--- config.mk ---
export PLATFORM = sky130hd
export DESIGN_NAME = noc_axi4_resp_serializer
export DESIGN_NICKNAME = d
export VERILOG_FILES = /design/src/rtl/noc_axi4_ser_pkg.sv /design/src/rtl/noc_axi4_resp_fifo.sv /design/src/rtl/noc_axi4_resp_serializer.sv
export SDC_FILE = /design/constraint.sdc
export NUM_CORES = 1
export LEC_CHECK = 0
export ABC_AREA = 1
export BUFFER_PORTS_ARGS = -buffer_cell sky130_fd_sc_hd__buf_4
export CAP_MARGIN = 10
export CORE_ASPECT_RATIO = 1.4
export CORE_UTILIZATION = 33
export DETAILED_ROUTE_END_ITERATION = 12
export SYNTH_ARGS = -nofsm -noshare
export SYNTH_HDL_FRONTEND = slang
export SYNTH_SLANG_ARGS = --single-unit
--- constraint.sdc ---
create_clock -name clk -period 36.6 [get_ports clk]
set_clock_uncertainty 0.15 [all_clocks]
set_input_delay 5.49 -clock clk [delete_from_list [all_inputs] [get_ports clk]]
set_output_delay 5.49 -clock clk [all_outputs]
set_load 0.005 [all_outputs]
--- src/rtl/noc_axi4_ser_pkg.sv ---
// noc_axi4_ser_pkg: NoC header layout, message codes and serializer helper functions
package noc_axi4_ser_pkg;

    localparam int MSG_HEADER_WIDTH = 192;
    localparam int NOC_WIDTH_DEF    = 64;
    localparam int MAX_NOC_WIDTH    = 512;

    localparam logic [7:0] MSG_NC_LOAD_REQ      = 8'd14;
    localparam logic [7:0] MSG_NC_STORE_REQ     = 8'd15;
    localparam logic [7:0] MSG_LOAD_MEM         = 8'd19;
    localparam logic [7:0] MSG_STORE_MEM        = 8'd20;
    localparam logic [7:0] MSG_LOAD_MEM_ACK     = 8'd24;
    localparam logic [7:0] MSG_STORE_MEM_ACK    = 8'd25;
    localparam logic [7:0] MSG_NC_LOAD_MEM_ACK  = 8'd26;
    localparam logic [7:0] MSG_NC_STORE_MEM_ACK = 8'd27;

    // Request header: src chip/x/y/fbits contiguous in the top flit
    localparam int SRC_HI    = 191;
    localparam int SRC_LO    = 158;
    localparam int SIZE_HI   = 114;
    localparam int SIZE_LO   = 112;
    localparam int TYPE_HI   = 21;
    localparam int TYPE_LO   = 14;
    localparam int MSHR_HI   = 13;
    localparam int MSHR_LO   = 6;
    localparam int SRC_W     = SRC_HI - SRC_LO + 1;

    typedef enum logic [1:0] {IDLE, HDR, DATA} ser_state_e;

    typedef struct packed {
        logic [7:0] msg_type;
        logic [7:0] len;
        logic       drop;
    } resp_info_t;

    function automatic logic [2:0] noc_extract_size(input logic [2:0] sz);
        return (sz == 3'd0) ? 3'd0 : sz - 3'd1;
    endfunction

    function automatic resp_info_t resp_type_len(input logic [7:0] msg_type, input logic [2:0] size_log,
                                                 input int beats, input int fbl);
        resp_info_t r;
        int nc_len;
        nc_len = (int'(size_log) > fbl) ? (1 << (int'(size_log) - fbl)) : 1;
        nc_len = (nc_len > beats) ? beats : nc_len;
        r = '{8'd0, 8'd0, 1'b1};
        if (msg_type == MSG_LOAD_MEM)     r = '{MSG_LOAD_MEM_ACK, 8'(beats), 1'b0};
        if (msg_type == MSG_NC_LOAD_REQ)  r = '{MSG_NC_LOAD_MEM_ACK, 8'(nc_len), 1'b0};
        if (msg_type == MSG_STORE_MEM)    r = '{MSG_STORE_MEM_ACK, 8'd0, 1'b0};
        if (msg_type == MSG_NC_STORE_REQ) r = '{MSG_NC_STORE_MEM_ACK, 8'd0, 1'b0};
        return r;
    endfunction

    // Granules are power-of-two aligned, so reversal within one is an index XOR
    function automatic logic [MAX_NOC_WIDTH-1:0] swap_flit(input logic [MAX_NOC_WIDTH-1:0] flit,
                                                           input logic [2:0] size_log, input int fbl);
        logic [MAX_NOC_WIDTH-1:0] r;
        int m;
        m = (1 << ((int'(size_log) < fbl) ? int'(size_log) : fbl)) - 1;
        r = '0;
        for (int i = 0; i < MAX_NOC_WIDTH / 8; i++)
            if (i < (1 << fbl)) r[i*8 +: 8] = flit[(i ^ m)*8 +: 8];
        return r;
    endfunction

endpackage

--- src/rtl/noc_axi4_resp_fifo.sv ---
// noc_axi4_resp_fifo: synchronous FIFO with occupancy count
module noc_axi4_resp_fifo #(
    parameter int WIDTH = 8,
    parameter int DEPTH = 2
) (
    input  logic                       clk,
    input  logic                       rst_n,
    input  logic                       wr_en,
    input  logic [WIDTH-1:0]           wr_data,
    input  logic                       rd_en,
    output logic [WIDTH-1:0]           rd_data,
    output logic [$clog2(DEPTH+1)-1:0] count
);
    localparam int PW = (DEPTH > 1) ? $clog2(DEPTH) : 1;
    localparam int CW = $clog2(DEPTH + 1);

    logic [WIDTH-1:0] mem_q [DEPTH];
    logic [PW-1:0]    wr_ptr_q, rd_ptr_q;
    logic [CW-1:0]    count_q;

    function automatic logic [PW-1:0] bump(input logic [PW-1:0] p);
        return (p == PW'(DEPTH - 1)) ? '0 : p + PW'(1);
    endfunction

    always_ff @(posedge clk)
        if (wr_en) mem_q[wr_ptr_q] <= wr_data;

    always_ff @(posedge clk) begin
        if (!rst_n) begin
            wr_ptr_q <= '0;
            rd_ptr_q <= '0;
            count_q  <= '0;
        end else begin
            if (wr_en) wr_ptr_q <= bump(wr_ptr_q);
            if (rd_en) rd_ptr_q <= bump(rd_ptr_q);
            count_q <= count_q + CW'(wr_en) - CW'(rd_en);
        end
    end

    assign rd_data = mem_q[rd_ptr_q];
    assign count   = count_q;

endmodule

--- src/rtl/noc_axi4_resp_serializer.sv ---
// noc_axi4_resp_serializer: queues completed AXI transactions and emits NoC response packets
module noc_axi4_resp_serializer
    import noc_axi4_ser_pkg::*;
#(
    parameter int AXI_DATA_WIDTH = 512,
    parameter int NOC_DATA_WIDTH = NOC_WIDTH_DEF,
    parameter int FIFO_DEPTH     = 2,
    parameter int SWAP_ENDIANESS = 0
) (
    input  logic                            clk,
    input  logic                            rst_n,
    input  logic [MSG_HEADER_WIDTH-1:0]     header_in,
    input  logic [AXI_DATA_WIDTH-1:0]       data_in,
    input  logic                            in_val,
    output logic                            in_rdy,
    output logic [NOC_DATA_WIDTH-1:0]       flit_out,
    output logic                            flit_out_val,
    input  logic                            flit_out_rdy,
    output logic                            drop_pulse,
    output logic [$clog2(FIFO_DEPTH+1)-1:0] q_count
);
    localparam int BEATS = AXI_DATA_WIDTH / NOC_DATA_WIDTH;
    localparam int KW    = (BEATS > 1) ? $clog2(BEATS) : 1;
    localparam int CW    = $clog2(BEATS + 1);
    localparam int FBL   = $clog2(NOC_DATA_WIDTH / 8);
    localparam int QW    = $clog2(FIFO_DEPTH + 1);
    localparam int EW    = SRC_W + 8 + 8 + 3 + AXI_DATA_WIDTH;

    ser_state_e state_q, state_d;
    logic [CW-1:0] cnt_q, cnt_d;
    logic [KW-1:0] k_q, k_d;

    logic                      in_go, pop, more, unused_hdr;
    logic [EW-1:0]             head;
    logic [SRC_W-1:0]          h_src;
    logic [7:0]                h_mshr, h_type;
    logic [2:0]                h_size, size_log;
    logic [AXI_DATA_WIDTH-1:0] h_data;
    logic [NOC_DATA_WIDTH-1:0] raw_flit, data_flit;
    logic [MAX_NOC_WIDTH-1:0]  sw_wide;
    logic [63:0]               resp_hdr;
    resp_info_t                info;

    assign in_rdy     = rst_n && (q_count < QW'(FIFO_DEPTH));
    assign in_go      = in_val && in_rdy;
    assign unused_hdr = ^header_in;

    // Only the fields the response needs are queued
    noc_axi4_resp_fifo #(.WIDTH(EW), .DEPTH(FIFO_DEPTH)) u_fifo (
        .clk     (clk),
        .rst_n   (rst_n),
        .wr_en   (in_go),
        .wr_data ({header_in[SRC_HI:SRC_LO], header_in[MSHR_HI:MSHR_LO], header_in[TYPE_HI:TYPE_LO],
                   header_in[SIZE_HI:SIZE_LO], data_in}),
        .rd_en   (pop),
        .rd_data (head),
        .count   (q_count)
    );

    assign {h_src, h_mshr, h_type, h_size, h_data} = head;
    assign size_log  = noc_extract_size(h_size);
    assign info      = resp_type_len(h_type, size_log, BEATS, FBL);
    assign resp_hdr  = {h_src, info.len, info.msg_type, h_mshr, 6'd0};
    assign raw_flit  = h_data[int'(k_q) * NOC_DATA_WIDTH +: NOC_DATA_WIDTH];
    assign sw_wide   = swap_flit(MAX_NOC_WIDTH'(raw_flit), size_log, FBL);
    assign data_flit = (SWAP_ENDIANESS != 0) ? sw_wide[NOC_DATA_WIDTH-1:0] : raw_flit;
    // An entry written this cycle is the next head, so it counts as remaining
    assign more      = (q_count > QW'(1)) || in_go;

    always_ff @(posedge clk) begin
        if (!rst_n) begin
            state_q <= IDLE;
            cnt_q   <= '0;
            k_q     <= '0;
        end else begin
            state_q <= state_d;
            cnt_q   <= cnt_d;
            k_q     <= k_d;
        end
    end

    always_comb begin
        state_d      = state_q;
        cnt_d        = cnt_q;
        k_d          = k_q;
        pop          = 1'b0;
        drop_pulse   = 1'b0;
        flit_out_val = 1'b0;
        flit_out     = '0;
        case (state_q)
            IDLE: state_d = (q_count != '0) ? HDR : IDLE;
            HDR: begin
                drop_pulse   = info.drop;
                flit_out_val = !info.drop;
                flit_out     = NOC_DATA_WIDTH'(resp_hdr);
                if (info.drop || flit_out_rdy) begin
                    if (info.drop || info.len == 8'd0) begin
                        pop     = 1'b1;
                        state_d = more ? HDR : IDLE;
                    end else begin
                        cnt_d   = CW'(info.len);
                        k_d     = '0;
                        state_d = DATA;
                    end
                end
            end
            DATA: begin
                flit_out_val = 1'b1;
                flit_out     = data_flit;
                if (flit_out_rdy) begin
                    cnt_d = cnt_q - CW'(1);
                    k_d   = k_q + KW'(1);
                    if (cnt_q == CW'(1)) begin
                        pop     = 1'b1;
                        state_d = more ? HDR : IDLE;
                    end
                end
            end
            default: state_d = IDLE;
        endcase
    end

endmodule

==> results.md, run 1 <==
| Quantity | Reported |
|---|---|
| Status | complete, no violations |
| Via count of the first global-routing pass | 29,100 |
| Warnings from Yosys | 0 |
| Area fraction of the dominant cell type after synthesis | 75.7% |
| Area of all placed cells without fillers | 54,900 sq um |
| Initial antenna violation count | 43 |
| Slowest library cell on the worst path | buf_4 |
| Share of synthesized area occupied by flip-flops and latches | 76.4% |
| Number of nets at the end of the flow | 4,573 |
| Startpoint types | input pin |
| Syn Nets | 4,014 |
| Max-capacitance violation count | 0 |
| Min-delay src | u_fifo.rd_ptr_q$_SDFFE_PN0P_ |
| Number of cell instances on the worst register-to-register path | 19 |
| Slew at the pin with the worst max-slew slack | 1.23 ns |
| Die extent in x | 313 microns |
| Clock sink total | 1,144 |
| GR Layer Usage met3 | 5.97% |
| Initial core utilization | 33.3% |
| Clock transition at path regs | 0.06 ns |
| Share of layout cells above drive strength 1 | 22.0% |
| Placeable core region | 134,000 sq um |
| Library cell used as clock root buffer | clkbuf_16 |
| Most repeated library cell on the critical path | buf_4 |
| Drt wl/cell | 25.1 microns |
| Number of buffers added by the clock tree synthesis step | 110 |
| Iter 0 DRT Violations | 2,634 |
| Number of instances in the synthesized netlist | 3,294 |
| Post-route ant nets | 0 |
| TritonCTS clock tree | done |
| I/O Pins | 777 |
| Post-DP HPWL | 95.3 mm |
| Area added between synthesis and finish | 22.5% |
| Number of hold buffers added after CTS | 0 |
| Maximum vdd drop | 42.3 uV |
| Cell Count Post-Placement | 5,512 |
| Total Neg Setup Slack | 0 ns |
| Pin count of the biggest net entering global routing | 175 |
| Global-route wire length before repair | 202 mm |
| Post-layout util | 40.8% |
| Synth top area cells | edfxtp_1 (76%), o21ai_0 (6.2%), nor2_1 (5.5%) |
| Die H | 438 microns |
| Library cell occupying the most area in the post-synthesis netlist | edfxtp_1 |
| Data required time of the worst path | 30.96 ns |
| Place WS | 24.86 ns |
| Area after detailed placement | 51,200 sq um |
| CTS-repair resized insts | 0 |
| Top delay family on crit path | buffers and inverters |
| Insertion delay of the later-clocked pin in the worst-skew pair | 0.74 ns |
| Hold Path Cell Cnt | 2 |
| Final wirelength | 144 mm |
| Hold violation count in the final report | 0 |
| Fraction of the cycle the final worst path needs | 32.0% |
| Worst Setup Path Type | in2out |
| Setup repair after global routing missed its margin | no |
| Largest incremental delay on the critical path | 0.17 ns |
| Total Die Area | 137,000 sq um |
| Most Used Layer, Global Route | met2 |
| Final number of setup-violating endpoints | 0 |
| Final-layout worst hold slack | 0.357 ns |
| Post-CTS setup buffers | 0 |
| IO buf count | 637 |
| Final setup slack of the worst path | 24.89 ns |
| Via density | 5.19 |
| Final std cells w/o fill | 5,747 |
| Chain of cells forming the critical path | buf_4 -> inv_1 -> nor2_1 -> buf_4 |
| Number of vias after detailed routing | 29,800 |
| DRC viols | 0 |
| Buf/Inv on CP | 3 |
| #FFs+latches synth | 1,144 |
| Largest fanout on the critical path | 11 |
| Max-slew headroom | 17.7% |
| DRT Pass-1 Iters | 5 |
| End point of the most critical hold path | u_fifo.rd_ptr_q$_SDFFE_PN0P_ |
| Destination of the worst register-to-register timing path | u_fifo.count[1]$_SDFF_PN0_ |
| Final global-route overflow total | 0 |
| Power consumption | 2.90 mW |
| Minimum clock period after layout | 11.71 ns |
| Total routing usage reported by global routing | 20.4% |
| Area of the mapped netlist | 44,800 sq um |
| Final RePlAce weighted congestion | 0.828 |
| Buffer levels on the longest clock path | 3 |
| Avg Cell Area, Syn | 13.6 sq um |
| Met1 capacity usage during global routing | 23.5% |
| Site row count | 159 |
| Fmax | 0.0854 GHz |
| Cell variety after synth | 34 |
| Power per cell area | 52.9 nW/um^2 |
| Worst hold path class | reg2reg |
| Worst Setup End Kind | output pin |
| Global routing usage on met2 | 34.6% |
| Reg2reg setup slack | 32.29 ns |
| Static power due to leakage | 18.9 nW |
| Final Max Slew Viols | 0 |
| Worst endpoint data arrival time | 6.07 ns |
| Clock H-tree levels | 3 |
-- routing by layer --
layer | vias to the layer above | routed length, microns
met5 | - | 160
met4 | 24 | 6380
met3 | 235 | 12000
met2 | 1117 | 72100
met1 | 14900 | 53800
li1 | 13600 | -
-- worst min-delay path, stage by stage (launching register included) --
cell and delay (ns):
dfxtp_1 0.32, nor2_1 0.06, nor2_1 0.09
-- how the worst max path moves through the flow --
stage                     startpoint                           end  slack, ns  cells past startpoint
after floorplan                rst_n  u_fifo.mem_q[0][0]$_DFFE_PP_       5.76                      4
after global placement         rst_n                        in_rdy      24.88                      4
after detailed placement       rst_n                        in_rdy      24.86                      4
after CTS                      rst_n                        in_rdy      24.86                      4
after global routing           rst_n                        in_rdy      24.83                      4
final                          rst_n                        in_rdy      24.89                      4
-- where the power goes --
| part | internal [mW] | switching [mW] | total, mW |
|---|---|---|---|
| logic | 0.0868 | 0.169 | 0.256 |
| registers | 1.50 | 0.0140 | 1.51 |
| clock network | 0.636 | 0.498 | 1.13 |
-- cells in the final DEF (no fill, tap or decap), types with 12 or more instances in the layout --
master	Yosys	layout
diode_2	0	29
clkinv_2	0	19
o211ai_1	33	33
nand2_1	140	139
clkbuf_16	0	113
o21ai_0	555	555
inv_1	36	32
buf_4	6	679
nand3_1	45	45
o31ai_1	43	43
a21oi_1	28	28
clkinv_1	0	27
o221ai_1	127	127
edfxtp_1	1130	1130
nor2_1	656	654
ha_1	12	12
clkbuf_1	151	21
o21ai_1	62	62
o22ai_1	149	149
-- synth_stat cells --
cell type	n
buf_6	3
nand2_2	3
or2_2	2
o221ai_1	127
o211ai_1	33
nand2_1	140
dfxtp_1	14
nand4_1	3
nor2_2	2
nand2_8	1
ha_1	12
buf_4	6
inv_1	36
edfxtp_1	1130
nor2_8	1
a21oi_1	28
nand3_2	2
o21ai_1	62
nor2_4	2
nor2_1	656
buf_2	65
nand2_4	2
inv_2	3
buf_1	11
o21ai_0	555
nand3_1	45
clkbuf_1	151
o22ai_1	149
xor2_1	2
nor3_1	1
xnor2_1	1
and2_1	1
o31ai_1	43
nand3b_1	2
-- state kept, by name (all words and copies together) (netlist names), named ones only --
name,flops
cnt_q,4
k_q,3
state_q,2
u_fifo.count,2
u_fifo.mem_q,1130
u_fifo.rd_ptr_q,1
u_fifo.wr_ptr_q,1
-- kinds of logic after synthesis --
kind of cell,synth area share (%)
AO/OA/AOI/OAI,13.0
XOR/XNOR,0.0587
adder cells (fa/ha/maj),0.335
buffers and inverters,2.59
flip-flops,76.4
AND/OR/NAND/NOR,7.61
-- layout make-up --
type / count / area, sq um
fill: 12500 / 79600
clock inverter: 72 / 652
sequential: 1144 / 34200
clock buffer: 134 / 2910
inverter: 39 / 164
timing repair buffer: 683 / 5180
tap: 1771 / 2220
antenna: 29 / 72.6
multi-input combinational: 1875 / 9440
No activity file was read; power rests on OpenSTA's default activity.
==> run 2: changes to the inputs <==
==> constraint.sdc (replaced) <==
create_clock -name clk -period 11.9 [get_ports clk]
set_clock_uncertainty 0.15 [all_clocks]
set_input_delay 1.785 -clock clk [delete_from_list [all_inputs] [get_ports clk]]
set_output_delay 1.785 -clock clk [all_outputs]
set_load 0.005 [all_outputs]
==> results.md, run 2 (synthesized netlist as in run 1, its figures left out) <==
| Quantity | Reported |
|---|---|
| Area used by multi-input combinational logic | 9440 sq um |
| Max-capacitance violation count | 0 |
| Reg2reg setup slack | 7.36 ns |
| Destination of the worst register-to-register timing path | u_fifo.count[1]$_SDFF_PN0_ |
| Sequential cell area | 34,200 sq um |
| Max-slew headroom | 18.8% |
| Die extent in x | 313 microns |
| Worst Setup End Kind | output pin |
| Iter 0 DRT Violations | 2,391 |
| Static power due to leakage | 18.9 nW |
| Area added between synthesis and finish | 22.5% |
| Final setup slack of the worst path | 4.78 ns |
| Worst endpoint data arrival time | 5.19 ns |
| Minimum clock period after layout | 7.12 ns |
| Hold violation count in the final report | 0 |
| Maximum vdd drop | 133 uV |
| Share of layout cells above drive strength 1 | 21.9% |
| Library cell used as clock root buffer | clkbuf_16 |
| Final Max Slew Viols | 0 |
| Post-CTS setup buffers | 0 |
| Drt wl/cell | 25.2 microns |
| Fmax | 0.140 GHz |
| Clock H-tree levels | 3 |
| Final-layout worst hold slack | 0.358 ns |
| DRC viols | 0 |
| Site row count | 159 |
| Final number of setup-violating endpoints | 0 |
| Post-DP HPWL | 95.1 mm |
| Initial antenna violation count | 46 |
| Power per cell area | 163 nW/um^2 |
| Post-layout util | 40.8% |
| Via count of the first global-routing pass | 29,600 |
| Setup repair after global routing missed its margin | no |
| Total routing usage reported by global routing | 20.4% |
| Most common cell after layout, fill and taps aside | edfxtp_1 |
| Insertion delay of the later-clocked pin in the worst-skew pair | 0.73 ns |
| Pin count of the biggest net entering global routing | 149 |
| Number of hold buffers added after CTS | 0 |
| Largest fanout on the critical path | 76 |
| CTS-repair resized insts | 0 |
| Final wirelength | 145 mm |
| Critical path destination | flit_out[49] |
| Clock sink total | 1,144 |
| Slew at the pin with the worst max-slew slack | 1.22 ns |
| Global-route wire length before repair | 203 mm |
| Place WS | 5.31 ns |
| Fillcell total | 12,600 |
| Initial core utilization | 33.3% |
| Startpoint types | register |
| Status | complete, no violations |
| Number of buffers added by the clock tree synthesis step | 110 |
| Largest registers | u_fifo.mem_q (1130), cnt_q (4), k_q (3) |
| Most frequent cells in the layout | edfxtp_1 (1,130), buf_4 (676), nor2_1 (654), o21ai_0 (555), o22ai_1 (149) |
| Worst hold path class | reg2reg |
| IO buf count | 637 |
| Placeable core region | 134,000 sq um |
| Final RePlAce weighted congestion | 0.819 |
| Final global-route overflow total | 0 |
| Clock transition at path regs | 0.06 ns |
| Buffer levels on the longest clock path | 3 |
| Number of cell instances on the worst register-to-register path | 16 |
| Most flops, register | u_fifo.mem_q |
| Data required time of the worst path | 9.97 ns |
| Die H | 438 microns |
| DRT Pass-1 Iters | 5 |
| Post-route ant nets | 0 |
| Fraction of the cycle the final worst path needs | 59.8% |
| Total Die Area | 137,000 sq um |
| Number of nets at the end of the flow | 4,570 |
| Number of flip-flops in the largest register | 1,130 |
| Number of vias after detailed routing | 30,000 |
| I/O Pins | 777 |
| Worst Setup Path Type | reg2out |
| Via density | 5.22 |
| TritonCTS clock tree | done |
[run 2: cell count changes in the layout (fill, tap and decap cells not counted)]
cell,change
clkinv_1,+6
clkinv_2,-5
buf_4,-3
clkbuf_1,-3
bufinv_16,+2
clkinv_4,+2
clkinvlp_4,-2
diode_2,+2
clkinv_8,-1
inv_6,-1
[run 2: layer usage]
layer	routed length (microns)	GRT usage, %	part of all wire, %	up-vias
li1	-	-	-	13600
met1	54400	23.6	38	15100
met3	11300	5.65	7.8	230
met5	151	0	0.10	-
met2	73300	35.1	51	1018
met4	5500	9.63	3.8	24
[run 2: how the worst min path moves through the flow]
| stage | cells past startpoint | to | from |
|---|---|---|---|
| 3_5_place_dp | 2 | u_fifo.rd_ptr_q$_SDFFE_PN0P_ | u_fifo.rd_ptr_q$_SDFFE_PN0P_ |
| 3_3_place_gp | 2 | u_fifo.rd_ptr_q$_SDFFE_PN0P_ | u_fifo.rd_ptr_q$_SDFFE_PN0P_ |
| 5_1_grt | 2 | state_q[0]$_SDFFE_PN0P_ | state_q[0]$_SDFFE_PN0P_ |
| 4_1_cts | 2 | u_fifo.rd_ptr_q$_SDFFE_PN0P_ | u_fifo.rd_ptr_q$_SDFFE_PN0P_ |
| 2_1_floorplan | 2 | register | u_fifo.rd_ptr_q$_SDFFE_PN0P_ |
| 6_report | 2 | u_fifo.rd_ptr_q$_SDFFE_PN0P_ | u_fifo.rd_ptr_q$_SDFFE_PN0P_ |
[run 2: through the flow]
step | total power [mW] | setup TNS, ns | instance area, sq um | cells
global route | 9.26 | 0 | 54900 | 5741
global placement | 5.53 | 0 | 51200 | 5509
detailed placement | 5.55 | 0 | 51200 | 5509
CTS | 9.07 | 0 | 54800 | 5713
finish | 8.96 | 0 | 54900 | 5744
floorplan | 5.17 | -6384.21 | 44800 | 3294
[run 2: worst max-delay path: stages, from the launching register on]
cell	delay, ns
dfxtp_4	0.84
buf_4	0.72
buf_4	0.76
o21ai_0	0.20
o22ai_1	0.23
o21ai_0	0.27
o21ai_1	0.66
nand2_1	0.31
o31ai_1	0.20
buf_4	0.18
[run 2: cell type report]
type	count	area share (%)
Multi-Input combinational cell	1875	17.2
Clock buffer	131	5.28
Clock inverter	73	1.25
Antenna cell	31	0.141
Tap cell	1771	4.04
Sequential cell	1144	62.4
Inverter	39	0.299
Timing Repair Buffer	680	9.40
[run 2: power breakdown]
group	internal, mW	switching (mW)	total, mW
combinational	0.267	0.521	0.788
sequential	4.61	0.0478	4.65
clock	1.99	1.53	3.52
total	6.87	2.10	8.96
